## config.mk

```make
export PLATFORM = sky130hd
export DESIGN_NAME = adc_sampler
export DESIGN_NICKNAME = d
export VERILOG_FILES = /design/src/rtl/adc_pkg.sv /design/src/rtl/adc_spi_shifter.sv /design/src/rtl/adc_sampler.sv
export SDC_FILE = /design/constraint.sdc
export NUM_CORES = 1
export LEC_CHECK = 0
export CAP_MARGIN = 20
export CORE_MARGIN = 2
export CORE_UTILIZATION = 50
export CTS_CLUSTER_DIAMETER = 50
export DETAILED_ROUTE_END_ITERATION = 10
export PLACE_DENSITY_LB_ADDON = 0.12
export SKIP_CTS_REPAIR_TIMING = 1
export SYNTH_ARGS = -nofsm -noshare
export SYNTH_HDL_FRONTEND = slang
export SYNTH_SLANG_ARGS = --single-unit
```

## constraint.sdc

```tcl
create_clock -name clk -period 4 [get_ports clk]
set_clock_uncertainty 0.05 [all_clocks]
set_input_delay 1 -clock clk [delete_from_list [all_inputs] [get_ports clk]]
set_output_delay 1 -clock clk [all_outputs]
set_load 0.02 [all_outputs]
```

## src/rtl/adc_pkg.sv

```systemverilog
// Shared types and constants for the temperature ADC front end.
// Holds the frame FSM encoding and the parameter sanity check.
package adc_pkg;

  localparam int ADC_BITS     = 16;
  localparam int SHIFT_HALVES = 2 * ADC_BITS;

  typedef enum logic [2:0] {
    ST_IDLE,
    ST_SETUP,
    ST_SHIFT,
    ST_HOLD,
    ST_ACCUM
  } adc_state_e;

  function automatic bit cfg_ok(
    input int clk_div,
    input int period,
    input int avg_log2
  );
    return (clk_div >= 1) && (period >= 2) &&
           (avg_log2 >= 0) && (avg_log2 <= 4);
  endfunction

endpackage

```

## src/rtl/adc_spi_shifter.sv

```systemverilog
// SCLK generator and MSB-first capture shift register for one frame.
// A frame is 16 low/high SCLK periods, ending on the 16th falling edge.
module adc_spi_shifter
  import adc_pkg::*;
#(
  parameter int unsigned CLK_DIV = 4
) (
  input  logic                clk,
  input  logic                rst_n,
  input  logic                start_i,
  input  logic                abort_i,
  input  logic                miso_i,
  output logic                sclk_o,
  output logic                done_o,
  output logic [ADC_BITS-1:0] data_o
);

  localparam int DW = $clog2(CLK_DIV) + 1;
  localparam int HW = $clog2(SHIFT_HALVES);

  logic                active_q;
  logic [DW-1:0]       div_q;
  logic [HW-1:0]       half_q;
  logic                sclk_q;
  logic [ADC_BITS-1:0] sr_q;
  logic                div_end;

  assign div_end = (div_q == DW'(CLK_DIV - 1));
  assign done_o  = active_q && div_end &&
                   (half_q == HW'(SHIFT_HALVES - 1));
  assign sclk_o  = sclk_q;
  assign data_o  = sr_q;

  always_ff @(posedge clk or negedge rst_n) begin
    if (!rst_n) begin
      active_q <= 1'b0;
      div_q    <= '0;
      half_q   <= '0;
      sclk_q   <= 1'b0;
      sr_q     <= '0;
    end else if (abort_i) begin
      active_q <= 1'b0;
      div_q    <= '0;
      half_q   <= '0;
      sclk_q   <= 1'b0;
    end else if (start_i) begin
      active_q <= 1'b1;
      div_q    <= '0;
      half_q   <= '0;
      sclk_q   <= 1'b0;
    end else if (active_q) begin
      if (div_end) begin
        div_q  <= '0;
        half_q <= half_q + 1'b1;
        sclk_q <= ~sclk_q;
        // capture on the edge that raises SCLK
        if (!sclk_q) sr_q <= {sr_q[ADC_BITS-2:0], miso_i};
        if (done_o) active_q <= 1'b0;
      end else begin
        div_q <= div_q + 1'b1;
      end
    end
  end

endmodule

```

## src/rtl/adc_sampler.sv

```systemverilog
// Periodic ADC read sequencer with power-of-two averaging.
// Emits the truncated mean of 2^AVG_LOG2 conversions with a 1-cycle strobe.
module adc_sampler
  import adc_pkg::*;
#(
  parameter int unsigned CLK_DIV       = 4,
  parameter int unsigned SAMPLE_PERIOD = 1000,
  parameter int unsigned AVG_LOG2      = 2
) (
  input  logic                clk,
  input  logic                rst_n,
  input  logic                enable,
  output logic                adc_cs_n,
  output logic                adc_sclk,
  input  logic                adc_miso,
  output logic [ADC_BITS-1:0] adc_data,
  output logic                adc_valid,
  output logic                busy,
  output logic                overrun
);

  localparam int PW = $clog2(SAMPLE_PERIOD) + 1;
  localparam int WW = $clog2(CLK_DIV) + 1;
  localparam int AW = ADC_BITS + AVG_LOG2;
  localparam int CW = AVG_LOG2 + 1;
  localparam logic [CW-1:0] N_AVG = CW'(1) << AVG_LOG2;

  if (!cfg_ok(CLK_DIV, SAMPLE_PERIOD, AVG_LOG2)) begin : g_bad_cfg
    $error("adc_sampler: illegal parameters");
  end

  adc_state_e          state_q;
  logic [PW-1:0]       pcnt_q, pcnt_d;
  logic [WW-1:0]       wcnt_q;
  logic [AW-1:0]       acc_q;
  logic [CW-1:0]       cnt_q;
  logic                cs_n_q, valid_q, busy_q, ovr_q;
  logic [ADC_BITS-1:0] data_q;
  logic [ADC_BITS-1:0] shift_data;
  logic                tick, wend, start, done;

  assign wend  = (wcnt_q == WW'(CLK_DIV - 1));
  assign start = (state_q == ST_SETUP) && wend;

  always_comb begin
    tick   = enable && (pcnt_q == PW'(SAMPLE_PERIOD - 1));
    pcnt_d = '0;
    if (enable && !tick) pcnt_d = pcnt_q + 1'b1;
  end

  adc_spi_shifter #(
    .CLK_DIV (CLK_DIV)
  ) u_shift (
    .clk     (clk),
    .rst_n   (rst_n),
    .start_i (start),
    .abort_i (!enable),
    .miso_i  (adc_miso),
    .sclk_o  (adc_sclk),
    .done_o  (done),
    .data_o  (shift_data)
  );

  always_ff @(posedge clk or negedge rst_n) begin
    if (!rst_n) begin
      state_q <= ST_IDLE;
      pcnt_q  <= '0;
      wcnt_q  <= '0;
      acc_q   <= '0;
      cnt_q   <= '0;
      cs_n_q  <= 1'b1;
      data_q  <= '0;
      valid_q <= 1'b0;
      busy_q  <= 1'b0;
      ovr_q   <= 1'b0;
    end else if (!enable) begin
      state_q <= ST_IDLE;
      pcnt_q  <= '0;
      wcnt_q  <= '0;
      acc_q   <= '0;
      cnt_q   <= '0;
      cs_n_q  <= 1'b1;
      valid_q <= 1'b0;
      busy_q  <= 1'b0;
      ovr_q   <= 1'b0;
    end else begin
      pcnt_q  <= pcnt_d;
      valid_q <= 1'b0;
      if (tick && busy_q) ovr_q <= 1'b1;
      if (cnt_q == N_AVG) begin
        data_q  <= acc_q[AW-1:AVG_LOG2];
        valid_q <= 1'b1;
        acc_q   <= '0;
        cnt_q   <= '0;
      end
      unique case (state_q)
        ST_IDLE: begin
          if (tick) begin
            state_q <= ST_SETUP;
            cs_n_q  <= 1'b0;
            busy_q  <= 1'b1;
            wcnt_q  <= '0;
          end
        end
        ST_SETUP: begin
          if (wend) begin
            state_q <= ST_SHIFT;
            wcnt_q  <= '0;
          end else begin
            wcnt_q <= wcnt_q + 1'b1;
          end
        end
        ST_SHIFT: begin
          if (done) state_q <= ST_HOLD;
        end
        ST_HOLD: begin
          if (wend) begin
            state_q <= ST_ACCUM;
            cs_n_q  <= 1'b1;
            wcnt_q  <= '0;
          end else begin
            wcnt_q <= wcnt_q + 1'b1;
          end
        end
        ST_ACCUM: begin
          acc_q   <= acc_q + AW'(shift_data);
          cnt_q   <= cnt_q + 1'b1;
          state_q <= ST_IDLE;
          busy_q  <= 1'b0;
        end
        default: state_q <= ST_IDLE;
      endcase
    end
  end

  assign adc_cs_n  = cs_n_q;
  assign adc_data  = data_q;
  assign adc_valid = valid_q;
  assign busy      = busy_q;
  assign overrun   = ovr_q;

endmodule

```

Word-level counts from Yosys, hierarchy flattened
Index checks and enable logic that the tools add are counted.

storage, ports and cells
  register bits = 84
  input bits = 4
  output and inout port bits = 21

operators by class
  add/sub/neg operators = 6
  equality and inequality tests = 20
  muxes and demuxes = 46
  bitwise logic cells = 2
  reductions and logical operators = 16

operators with widths
  operator                                                                  count
  18-bit 2-to-1 mux                                                         3
  3-bit 2-to-1 mux                                                          15
  11-bit 2-to-1 mux                                                         2
  5-bit 2-to-1 mux                                                          4
  18-bit by 16-bit adder with 18-bit output                                 1
  1-bit 2-to-1 mux                                                          18
  3-bit by 1-bit inequality test with 1-bit output (second input constant)  5
  3-bit by 2-bit equality test with 1-bit output (second input constant)    4
  3-bit inequality test (second input constant)                             4
  3-bit case mux with 4 select lines                                        1
  11-bit by 1-bit adder with 11-bit output (second input constant)          1
  11-bit by 10-bit equality test with 1-bit output (second input constant)  1
  3-bit by 1-bit adder with 3-bit output (second input constant)            3
  2-bit AND reduction                                                       4
  3-bit equality test (second input constant)                               2
  1-bit logical AND                                                         6
  3-bit case mux with 2 select lines                                        1
  5-bit by 1-bit adder with 5-bit output (second input constant)            1
  5-bit equality test (second input constant)                               1
  5-bit AND reduction                                                       1
  1-bit case mux with 2 select lines                                        2
  4-bit AND reduction                                                       1
  3-bit by 1-bit equality test with 1-bit output (second input constant)    1
  3-bit zero test                                                           1
  6 further kinds                                                           7

Logic depth before layout (Yosys ltp)
Gate-level depths: netlist of the first run.

  depth after elaboration = 8
  gate-level depth with buffers = 9
  mapped depth without buffers = 9

Cells and area by module
Synthesis of the first run repeated with hierarchy kept, for this count alone.

unflattened totals
  cell total of the unflattened synthesis = 403
  area, all modules = 4377.9 um^2

modules (own cells, without submodules)
  module           times used  cells each  area each (um^2)  seq. area each (um^2)
  adc_sampler      1           322         3223.1            1452.6
  adc_spi_shifter  1           81          1154.9            650.6

Least setup slack after synthesis of the first run
Ideal clock, no wire load.

  path type = input-to-reg
  start point = input enable
  end point = register data_q[0], in the netlist adc_data[0]
  arrival time = 2.106 ns
  data required time = 3.825 ns
  slack = 1.719 ns
  stages = 4
  path buffers = 2
  cell sequence = clkbuf_1 > nand3_1 > clkbuf_1 > mux2_2

on the way
  cells in the longest elaborated chain, start to end = 1

RTL lines
  what                                  line               RTL
  start: declaration                    adc_sampler.sv:12  input logic enable,
  2-bit AND reduction (no source line)  n/a
  end signal: assignment                adc_sampler.sv:91  data_q <= acc_q[AW-1:AVG_LOG2];
  end: declaration                      adc_sampler.sv:38  logic [ADC_BITS-1:0] data_q;

No other way between the ends.
A chain may end at the register's enable or synchronous reset.

Worst setup path in the final report of the first run
  start point = input enable
  end point = register acc_q[17]

on the way
  cells in the longest elaborated chain, start to end = 1
  elaborated cells on any way between the ends = 2
  classes of those cells = 1 x eq/ne; 1 x mux

RTL lines
  what                                                                                                    line                RTL
  3-bit by 1-bit inequality test with 1-bit output (no source line) or 18-bit 2-to-1 mux (tied branches)  n/a
  end signal: assignment                                                                                  adc_sampler.sv:126  acc_q <= acc_q + AW'(shift_data);
  end: declaration                                                                                        adc_sampler.sv:35   logic [AW-1:0] acc_q;

Several ways; a longest one is shown, not always the timed one.

==> results of run 1 <==
## sequential cells by signal (all words and copies together), names as in the netlist, 3 cells and up
signal,count
wcnt_q,3
state_q,3
cnt_q,3
u_shift.div_q,3
acc_q,18
pcnt_q,11
u_shift.half_q,5
adc_data,16
u_shift.data_o,16
## critical path: stages
cell and delay, ns:
clkdlybuf4s50_1 0.62, and3_1 0.55, o31ai_1 0.35, o21ai_0 0.13, a311o_1 0.29
## where the power goes
part	switching (W)	internal, W
clock	0.000312	0.000285
combinational	0.0000297	0.0000110
sequential	0.00000268	0.000852
total	0.000345	0.00115
## through the flow
stage / util / setup WS, ns
detailed placement: 0.558 / 0.876
floorplan: - / 1.72
global placement: 0.558 / 0.975
finish: 0.585 / 1.24
CTS: 0.581 / 1.26
global route: 0.585 / 1.12
## kinds of logic after synthesis
group           share of synthesized area
compound gates                      0.115
xor+xnor                           0.0507
fa+ha+maj                          0.0713
buf+inv                            0.0284
flops                               0.487
mux                                0.0942
simple gates                        0.153
## cell usage in the layout (no fill, tap or decap), types with 3 or more instances in the layout
cell,count
a21o_1,5
inv_1,15
xnor2_1,13
nand3_1,16
nand2b_1,3
dfrtp_1,83
a21oi_1,23
mux2_4,10
clkbuf_8,9
mux2_2,21
and3_1,6
xor2_1,12
nor3b_1,4
nor2b_1,5
o211ai_1,5
buf_4,3
ha_1,23
nor2_1,32
nand4_1,4
nand2_1,48
and2_1,4
clkinvlp_4,3
clkinv_2,3
o21ai_0,28
clkdlybuf4s50_1,23
## metal layers
metal,track usage,vias up,share of wire
li1,-,1484,-
met1,0.244,1450,0.50
met2,0.276,38,0.46
met3,0.0405,8,0.028
met4,0.0758,0,0.012
met5,0,-,0
## worst max path at each step
stage | start | end | cells after the start
after floorplan | enable | adc_data[0] | 4
after global placement | enable | acc_q[17] | 5
after detailed placement | enable | acc_q[17] | 5
after CTS | enable | acc_q[17] | 5
after global routing | enable | acc_q[17] | 5
final | enable | acc_q[17] | 5
## final cells by class
type,count,share of cell area
Inverter,15,0.0116
Clock buffer,9,0.0255
Multi-Input combinational cell,297,0.431
Clock inverter,7,0.0139
Sequential cell,84,0.433
Tap cell,105,0.0271
Timing Repair Buffer,27,0.0578
==> impl_summary.log, run 1 <==
[metrics] result of the run: finished clean
[metrics] routed wire length: 7920 um
[metrics] Die X: 96.9 um
[metrics] Remaining Overflow, GRT: 0
[metrics] top cells by instance count after synthesis: dfrtp_1, nand2_1, nor2_1, o21ai_0
[metrics] Min-Delay Endpoint: adc_data[15]
[metrics] maximum buffer depth of the clock tree: 2
[metrics] global-route wire length before repair: 13800 um
[metrics] Tcrit/Tclk final: 0.690
[metrics] CP required: 4.18 ns
[metrics] via count: 2980
[metrics] gate count of the mapped netlist: 407
[metrics] minimum hold slack: 0.435 ns
[metrics] Synthesized Nets: 435
[metrics] full die area: 9390 sq um
[metrics] Synth Warn #: 0
[metrics] hold path depth: 2
[metrics] leakage power summed over all cells: 2.33 nW
[metrics] FF+latch area: 2100 sq um
[metrics] global-route usage over all layers: 0.179
[metrics] via count of the first global-routing pass: 2976
[metrics] power per unit of standard cell area: 308 nW/um^2
[metrics] cell row count: 33
[metrics] post-route cell area: 4850 sq um
[metrics] P&R area growth vs syn: 12.4%
[metrics] actual transition at the worst max-transition pin: 0.866 ns
[metrics] TritonCTS Buffers: 9
[metrics] placed insts: 527
[metrics] portion of synthesized cell area occupied by the leading cell type: 0.481
[metrics] antenna violations before repair: 0
[metrics] number of nets at the end of the flow: 462
[metrics] Pwr Total: 0.00149 W
[metrics] area taken by multi-input logic gates: 2090 sq um
[metrics] slack of the worst reg-to-reg path: 1.49 ns
[metrics] synthesized area per cell: 10.6 sq um
[metrics] DRC: 0
[metrics] final count of pins violating max slew: 0
[metrics] type of the worst setup path: in2reg
[metrics] # setup viols final: 0
[metrics] GPL Wtd Cong: 0.854
[metrics] Post-synth EDFFs: 0
[metrics] Min-Delay Path Class: reg2reg
[metrics] CTS H-tree lvls: 3
[metrics] number of routed nets with antenna violations: 0
[metrics] setup repair after global routing missed its margin: no
[metrics] nature of the critical path endpoint: flop
[metrics] clk root buf: clkbuf_8
[metrics] clock tree from TritonCTS: yes
[metrics] tightest slew margin relative to the limit: 0.423
[metrics] fraction of final layout cells sized beyond drive strength 1: 0.134
[metrics] crit path time final: 2.76 ns
[metrics] Synth Flop Type: dfrtp_1
[metrics] Antenna diodes: 0
[metrics] number of clock sinks seen by CTS: 84
[metrics] final routed wire length divided by cell count: 14.6 um
[metrics] worst path arrival time: 2.94 ns
[metrics] ranking of synthesized cells by area: dfrtp_1, ha_1, mux2_2, nand2_1, mux2_4
[metrics] sequential element share of the synthesized area: 0.487
[metrics] start of the worst register-to-register path: u_shift.data_o[0]
[metrics] maxcap violations: 0
[metrics] final hold viol count: 0
[metrics] mapped cell area: 4320 sq um
[metrics] Core ar.: 8300 sq um
[metrics] instance area after placement: 4630 sq um
[metrics] async set or reset register ratio after synthesis: 1.00
[metrics] clock transition at the registers of the reported paths: 0.08 ns
[metrics] count of placed standard cells in the final layout, fillers left out: 544
[metrics] die height: 96.9 um
[metrics] endpoint of the worst-slack reg-to-reg timing path: acc_q[16]
[metrics] worst-case vdd ir drop: 0.184 mV
[metrics] highest attainable clock frequency: 362 MHz
[metrics] Seq cells post-synth: 84
[metrics] detailed-router iteration count before antenna repair: 4
[metrics] CP max FO: 21
[metrics] largest net degree at the start of global routing: 85
[metrics] Yosys cell types: 51
[metrics] port bufs: 24
[metrics] count of pins on the block boundary: 25
[metrics] library cell occupying the most area in the post-synthesis netlist: dfrtp_1
[metrics] final-layout fill cell count: 708
[metrics] critical path launch point type: input port
[metrics] starting utilization of the core area: 0.520
[metrics] most instantiated library cell after synthesis: dfrtp_1
[metrics] number of vias per cell: 5.48
[metrics] DP Wirelength: 5380 um
[metrics] R2R depth: 9
[metrics] later-pin clock latency in the skew report: 0.36 ns
[metrics] final total negative setup slack: 0 ns
[metrics] beginning of the worst hold path: adc_data[15]
[metrics] violation count after the first detailed-routing iteration: 137
No activity file was read; power rests on OpenSTA's default activity.
==> run 2, diff against run 1 <==
- clock period: 4 -> 2.4 ns (I/O delays scaled with it)
==> impl_summary.log, run 2 (same netlist as run 1, synthesis figures left out) <==
[metrics] TritonCTS Buffers: 9 (unchanged)
[metrics] routed wire length: 8170 um (+3.2%)
[metrics] minimum hold slack: 0.118 ns (-0.317 ns)
[metrics] later-pin clock latency in the skew report: 0.35 ns (about the same)
[metrics] port bufs: 24 (unchanged)
[metrics] antenna violations before repair: 0 (unchanged)
[metrics] series of cell instances along the critical path: ha_1 > inv_1 > fa_1 > nor2b_2 > o31ai_2 > a21oi_1 > a311oi_1 > or4_1 > nand3_1
[metrics] die height: 96.9 um (unchanged)
[metrics] starting utilization of the core area: 0.520 (unchanged)
[metrics] Min-Delay Path Class: in2async
[metrics] register with the most flip-flops: acc_q
[metrics] final routed wire length divided by cell count: 14.6 um (+0.59%)
[metrics] DRC: 0 (unchanged)
[metrics] most used cells in the layout excluding fill and tap cells: dfrtp_1, nand2_1, nor2_1, o21ai_0
[metrics] final-layout fill cell count: 674 (-4.8%)
[metrics] count of pins on the block boundary: 25 (unchanged)
[metrics] leading cell type in the layout, fill and taps excluded: dfrtp_1
[metrics] final hold viol count: 0 (unchanged)
[metrics] P&R area growth vs syn: 16.6%
[metrics] slack of the worst reg-to-reg path: 0.14 ns (-1.35 ns)
[metrics] DP Wirelength: 5690 um (+5.8%)
[metrics] Remaining Overflow, GRT: 0 (unchanged)
[metrics] cell row count: 33 (unchanged)
[metrics] via count of the first global-routing pass: 3063 (+2.9%)
[metrics] worst path bufs/invs: 1 (unchanged)
[metrics] Antenna diodes: 0 (unchanged)
[metrics] GPL Wtd Cong: 0.864 (+1.1%)
[metrics] tightest slew margin relative to the limit: 0.711 (+0.288)
[metrics] CTS H-tree lvls: 3 (unchanged)
[metrics] worst path arrival time: 2.50 ns (-0.44 ns)
[metrics] # setup viols final: 0 (unchanged)
[metrics] Core ar.: 8300 sq um (unchanged)
[metrics] nature of the critical path endpoint: flop
[metrics] highest attainable clock frequency: 442 MHz
[metrics] instance area after placement: 4770 sq um (+3.0%)
[metrics] power per unit of standard cell area: 544 nW/um^2 (+77%)
[metrics] maxcap violations: 0 (unchanged)
[metrics] fraction of final layout cells sized beyond drive strength 1: 0.166 (+0.0312)
[metrics] largest net degree at the start of global routing: 55 (-35%)
[metrics] crit path time final: 2.26 ns
[metrics] violation count after the first detailed-routing iteration: 95 (-31%)
[metrics] Pwr Total: 0.00274 W (+84%)
[metrics] number of nets at the end of the flow: 476 (+3.0%)
[metrics] detailed-router iteration count before antenna repair: 4 (unchanged)
[metrics] clock transition at the registers of the reported paths: 0.08 ns (about the same)
[metrics] critical path launch point type: flop
[metrics] clk root buf: clkbuf_8
[metrics] via count: 3034 (+1.8%)
[metrics] number of vias per cell: 5.44 (-0.74%)
[metrics] result of the run: finished clean
[metrics] global-route wire length before repair: 14200 um (+2.9%)
[metrics] post-route cell area: 5030 sq um (+3.7%)
[metrics] CP peak stage delay: 0.42 ns (-0.20 ns)
[metrics] number of routed nets with antenna violations: 0 (unchanged)
[metrics] Tcrit/Tclk final: 0.942
[metrics] Die X: 96.9 um (unchanged)
[metrics] number of clock sinks seen by CTS: 84 (unchanged)
[metrics] clock tree from TritonCTS: yes
[metrics] CP required: 2.64 ns (-1.54 ns)
[metrics] full die area: 9390 sq um (unchanged)
[metrics] highest-delay cell along the critical path: or4_1
[metrics] CP max FO: 3 (-86%)
[metrics] worst-case vdd ir drop: 0.277 mV (+50%)
[metrics] leakage power summed over all cells: 2.43 nW (+4.4%)
[metrics] crit-path leading delay family: simple AND/OR/NAND/NOR gates
[metrics] type of the worst setup path: reg2reg
[metrics] maximum buffer depth of the clock tree: 2 (unchanged)
[metrics] final count of pins violating max slew: 0 (unchanged)
[metrics] final total negative setup slack: 0 ns (unchanged)
[metrics] number of flip-flops in the largest register: 18 (unchanged)
[metrics] global-route usage over all layers: 0.185 (+0.00575)
[metrics] actual transition at the worst max-transition pin: 0.430 ns (-0.436 ns)
[run 2: layout make-up]
class / instances / area (sq um) / share of cell area
Tap cell: 105 / 131 / 0.0261
Inverter: 15 / 56.3 / 0.0112
Multi-Input combinational cell: 297 / 2100 / 0.418
Timing Repair Buffer: 41 / 390 / 0.0776
Clock buffer: 12 / 155 / 0.0308
Sequential cell: 84 / 2100 / 0.418
Clock inverter: 4 / 95.1 / 0.0189
[run 2: where the power goes]
part | switching, W | leakage, nW | internal, W
Sequential | 0.00000460 | 1.17 | 0.00142
Clock | 0.000497 | 0.127 | 0.000747
Combinational | 0.0000508 | 1.14 | 0.0000215
Total | 0.000552 | 2.43 | 0.00219
[run 2: final timing paths]
path	startpoint	endpoint	cells after the start
max	u_shift.data_o[0]	acc_q[16]	9
min	rst_n	pcnt_q[8]	1
max reg2reg	u_shift.data_o[0]	acc_q[16]	9
min reg2reg	adc_data[15]	adc_data[15]	2
max in group asynchronous	rst_n	acc_q[10]	2
min in group clk	adc_data[15]	adc_data[15]	2
[run 2: through the flow]
step,utilization,worst slack [ns],cells
after global placement,0.575,0.0837,542
after detailed placement,0.575,0.0633,542
after floorplan,-,0.287,407
after CTS,0.605,0.148,558
final,0.607,0.139,558
after global routing,0.607,-0.00662,558
[run 2: per-layer routing]
metal  wire length [um]  GRT usage  vias up
li1                   -          -     1511
met1               4170      0.260     1467
met2               3660      0.284       40
met3                186     0.0296       16
met4                160     0.0802        0
met5                  0          0        -
[run 2: worst reg2reg max path: stages (launching register included)]
cell	delay, ns
dfrtp_1	0.38
ha_1	0.18
inv_1	0.05
fa_1	0.41
nor2b_2	0.17
o31ai_2	0.11
a21oi_1	0.20
a311oi_1	0.14
or4_1	0.42
nand3_1	0.09
==> run 3, diff against run 2 <==
- CORE_UTILIZATION: 50 -> 26
==> impl_summary.log, run 3 (same netlist as run 1, synthesis figures left out) <==
[metrics] result of the run: finished clean
[metrics] count of pins on the block boundary: 25 (unchanged)
[metrics] cell-internal power: 0.00223 W (+2.0%)
[metrics] final total negative setup slack: 0 ns (unchanged)
[metrics] # setup viols final: 0 (unchanged)
[metrics] fraction of final layout cells sized beyond drive strength 1: 0.178 (+0.0121)
[metrics] register with the most flip-flops: acc_q
[metrics] pre-CTS setup slack: 0.0242 ns (-0.0391 ns)
[metrics] cell row count: 47 (+42%)
[metrics] number of vias per cell: 4.52 (-17%)
[metrics] Die X: 133 um (+37%)
[metrics] number of nets at the end of the flow: 479 (+0.63%)
[metrics] final hold viol count: 0 (unchanged)
[metrics] CP peak stage delay: 0.39 ns (-0.03 ns)
[metrics] FF+latch area: 2100 sq um (unchanged)
[metrics] sequential share of power: 0.500 (-0.020)
[metrics] final core utilization: 0.320 (-0.287)
[metrics] Min-Delay Path Class: in2async
[metrics] Switching Fraction: 0.218 (+0.0168)
[metrics] number of clock sinks seen by CTS: 84 (unchanged)
[metrics] power per unit of standard cell area: 544 nW/um^2 (-0.14%)
[metrics] area taken by multi-input logic gates: 2110 sq um (+0.54%)
[metrics] final setup slack of the worst path: 0.162 ns (+0.0235 ns)
[metrics] global-route usage over all layers: 0.114 (-0.0705)
[metrics] worst path arrival time: 2.47 ns (-0.03 ns)
[metrics] crit path time final: 2.24 ns (-0.0235 ns)
[metrics] Core ar.: 16400 sq um (+98%)
[metrics] antenna violations before repair: 0 (unchanged)
[metrics] via count of the first global-routing pass: 3150 (+2.8%)
[metrics] final count of pins violating max slew: 0 (unchanged)
[metrics] final-layout fill cell count: 1687 (+150%)
[metrics] Remaining Overflow, GRT: 0 (unchanged)
[metrics] leakage power summed over all cells: 2.47 nW (+1.5%)
[metrics] starting utilization of the core area: 0.263 (-0.257)
[metrics] largest net degree at the start of global routing: 85 (+55%)
[metrics] CTS H-tree lvls: 3 (unchanged)
[metrics] share of power burned in combinational logic: 0.027 (about the same)
[metrics] detailed-router iteration count before antenna repair: 4 (unchanged)
[metrics] crit-path leading delay family: simple AND/OR/NAND/NOR gates
[metrics] maximum buffer depth of the clock tree: 2 (unchanged)
[metrics] maxcap violations: 0 (unchanged)
[metrics] GPL Wtd Cong: 0.773 (-11%)
[metrics] most used cells in the layout excluding fill and tap cells: dfrtp_1, nand2_1, nor2_1, o21ai_0
[metrics] global-route wire length before repair: 15900 um (+11%)
[metrics] P&R area growth vs syn: 21.7%
[metrics] later-pin clock latency in the skew report: 0.34 ns (about the same)
[metrics] Tcrit/Tclk final: 0.932 (-0.00980)
[metrics] number of flip-flops in the largest register: 18 (unchanged)
[metrics] full die area: 17600 sq um (+88%)
[metrics] critical path launch point type: flop
[metrics] nature of the critical path endpoint: flop
[metrics] final routed wire length divided by cell count: 13.7 um (-6.4%)
[metrics] routed wire length: 9270 um (+13%)
[metrics] worst path bufs/invs: 2 (+1)
[metrics] CP max FO: 3 (unchanged)
[metrics] type of the worst setup path: reg2reg
[metrics] DP Wirelength: 6450 um (+13%)
[metrics] clock share of power: 0.473 (+0.019)
[metrics] Antenna diodes: 0 (unchanged)
[metrics] setup repair after global routing missed its margin: no
[metrics] worst-case vdd ir drop: 0.334 mV (+21%)
[metrics] instance area after placement: 4940 sq um (+3.5%)
[metrics] highest-delay cell along the critical path: or4_1
[metrics] clock tree from TritonCTS: yes
[metrics] number of routed nets with antenna violations: 0 (unchanged)
[metrics] series of cell instances along the critical path: ha_1 > inv_1 > fa_2 > nor2b_2 > o31ai_2 > a21oi_2 > a311oi_1 > buf_4 > or4_1 > nand3_1
[metrics] actual transition at the worst max-transition pin: 0.490 ns (+0.0606 ns)
[metrics] post-route cell area: 5250 sq um (+4.3%)
[metrics] switching power of the nets: 0.000623 W (+13%)
[metrics] leading cell type in the layout, fill and taps excluded: dfrtp_1
[metrics] die height: 133 um (+37%)
[metrics] violation count after the first detailed-routing iteration: 166 (+75%)
[metrics] clk root buf: clkbuf_16
[metrics] via count: 3058 (+0.79%)
[metrics] minimum hold slack: 0.210 ns (+0.0926 ns)
[metrics] tightest slew margin relative to the limit: 0.673 (-0.0374)
[metrics] DRC: 0 (unchanged)
[metrics] clock transition at the registers of the reported paths: 0.06 ns (-0.02 ns)
[metrics] TritonCTS Buffers: 9 (unchanged)
[metrics] port bufs: 24 (unchanged)
[metrics] CP required: 2.63 ns (about the same)
[metrics] highest attainable clock frequency: 447 MHz (+1.1%)
==> run 3: power groups by stage <==
stage	Clock, W	Combinational, W	Sequential (W)
floorplan	0	0.0000230	0.00145
global placement	0	0.0000803	0.00145
detailed placement	0	0.0000806	0.00145
CTS	0.00143	0.0000816	0.00143
global route	0.00147	0.0000900	0.00143
finish	0.00135	0.0000762	0.00143
==> run 3: area by class of cell <==
| cell class | instances | share of cell area |
|---|---|---|
| clock buffer | 13 | 0.0515 |
| clock inverter | 3 | 0.00357 |
| inverter | 15 | 0.0107 |
| multi-input combinational | 297 | 0.403 |
| sequential | 84 | 0.401 |
| tap | 220 | 0.0524 |
| timing repair buffer | 44 | 0.0786 |
==> run 3: worst register-to-register path: stages, from the launching register on <==
cell and delay [ns]:
dfrtp_1 0.37, ha_1 0.17, inv_1 0.05, fa_2 0.35
nor2b_2 0.16, o31ai_2 0.11, a21oi_2 0.17, a311oi_1 0.10
buf_4 0.15, or4_1 0.39, nand3_1 0.09
==> run 3: final timing paths <==
kind	start	to	cells past startpoint	slack, ns
max	u_shift.data_o[0]	acc_q[16]	10	0.16
min	rst_n	wcnt_q[1]	2	0.21
max reg2reg	u_shift.data_o[0]	acc_q[16]	10	0.16
min reg2reg	pcnt_q[0]	pcnt_q[0]	1	0.44
max in group asynchronous	rst_n	adc_data[10]	2	1.68
min in group clk	pcnt_q[0]	pcnt_q[0]	1	0.44
==> run 3: routing by layer <==
metal  track usage  vias to the layer above  part of all wire
met5             0                        -                 0
met4        0.0609                        0             0.024
met3        0.0199                       13             0.026
met2         0.174                       37              0.45
met1         0.155                     1488              0.50
li1              -                     1520                 -
==> run 3: metrics by stage <==
step / power (W) / instances
6_report: 0.00285 / 676
5_1_grt: 0.00299 / 676
4_1_cts: 0.00293 / 676
3_5_place_dp: 0.00153 / 660
3_3_place_gp: 0.00153 / 660
2_1_floorplan: 0.00148 / 407
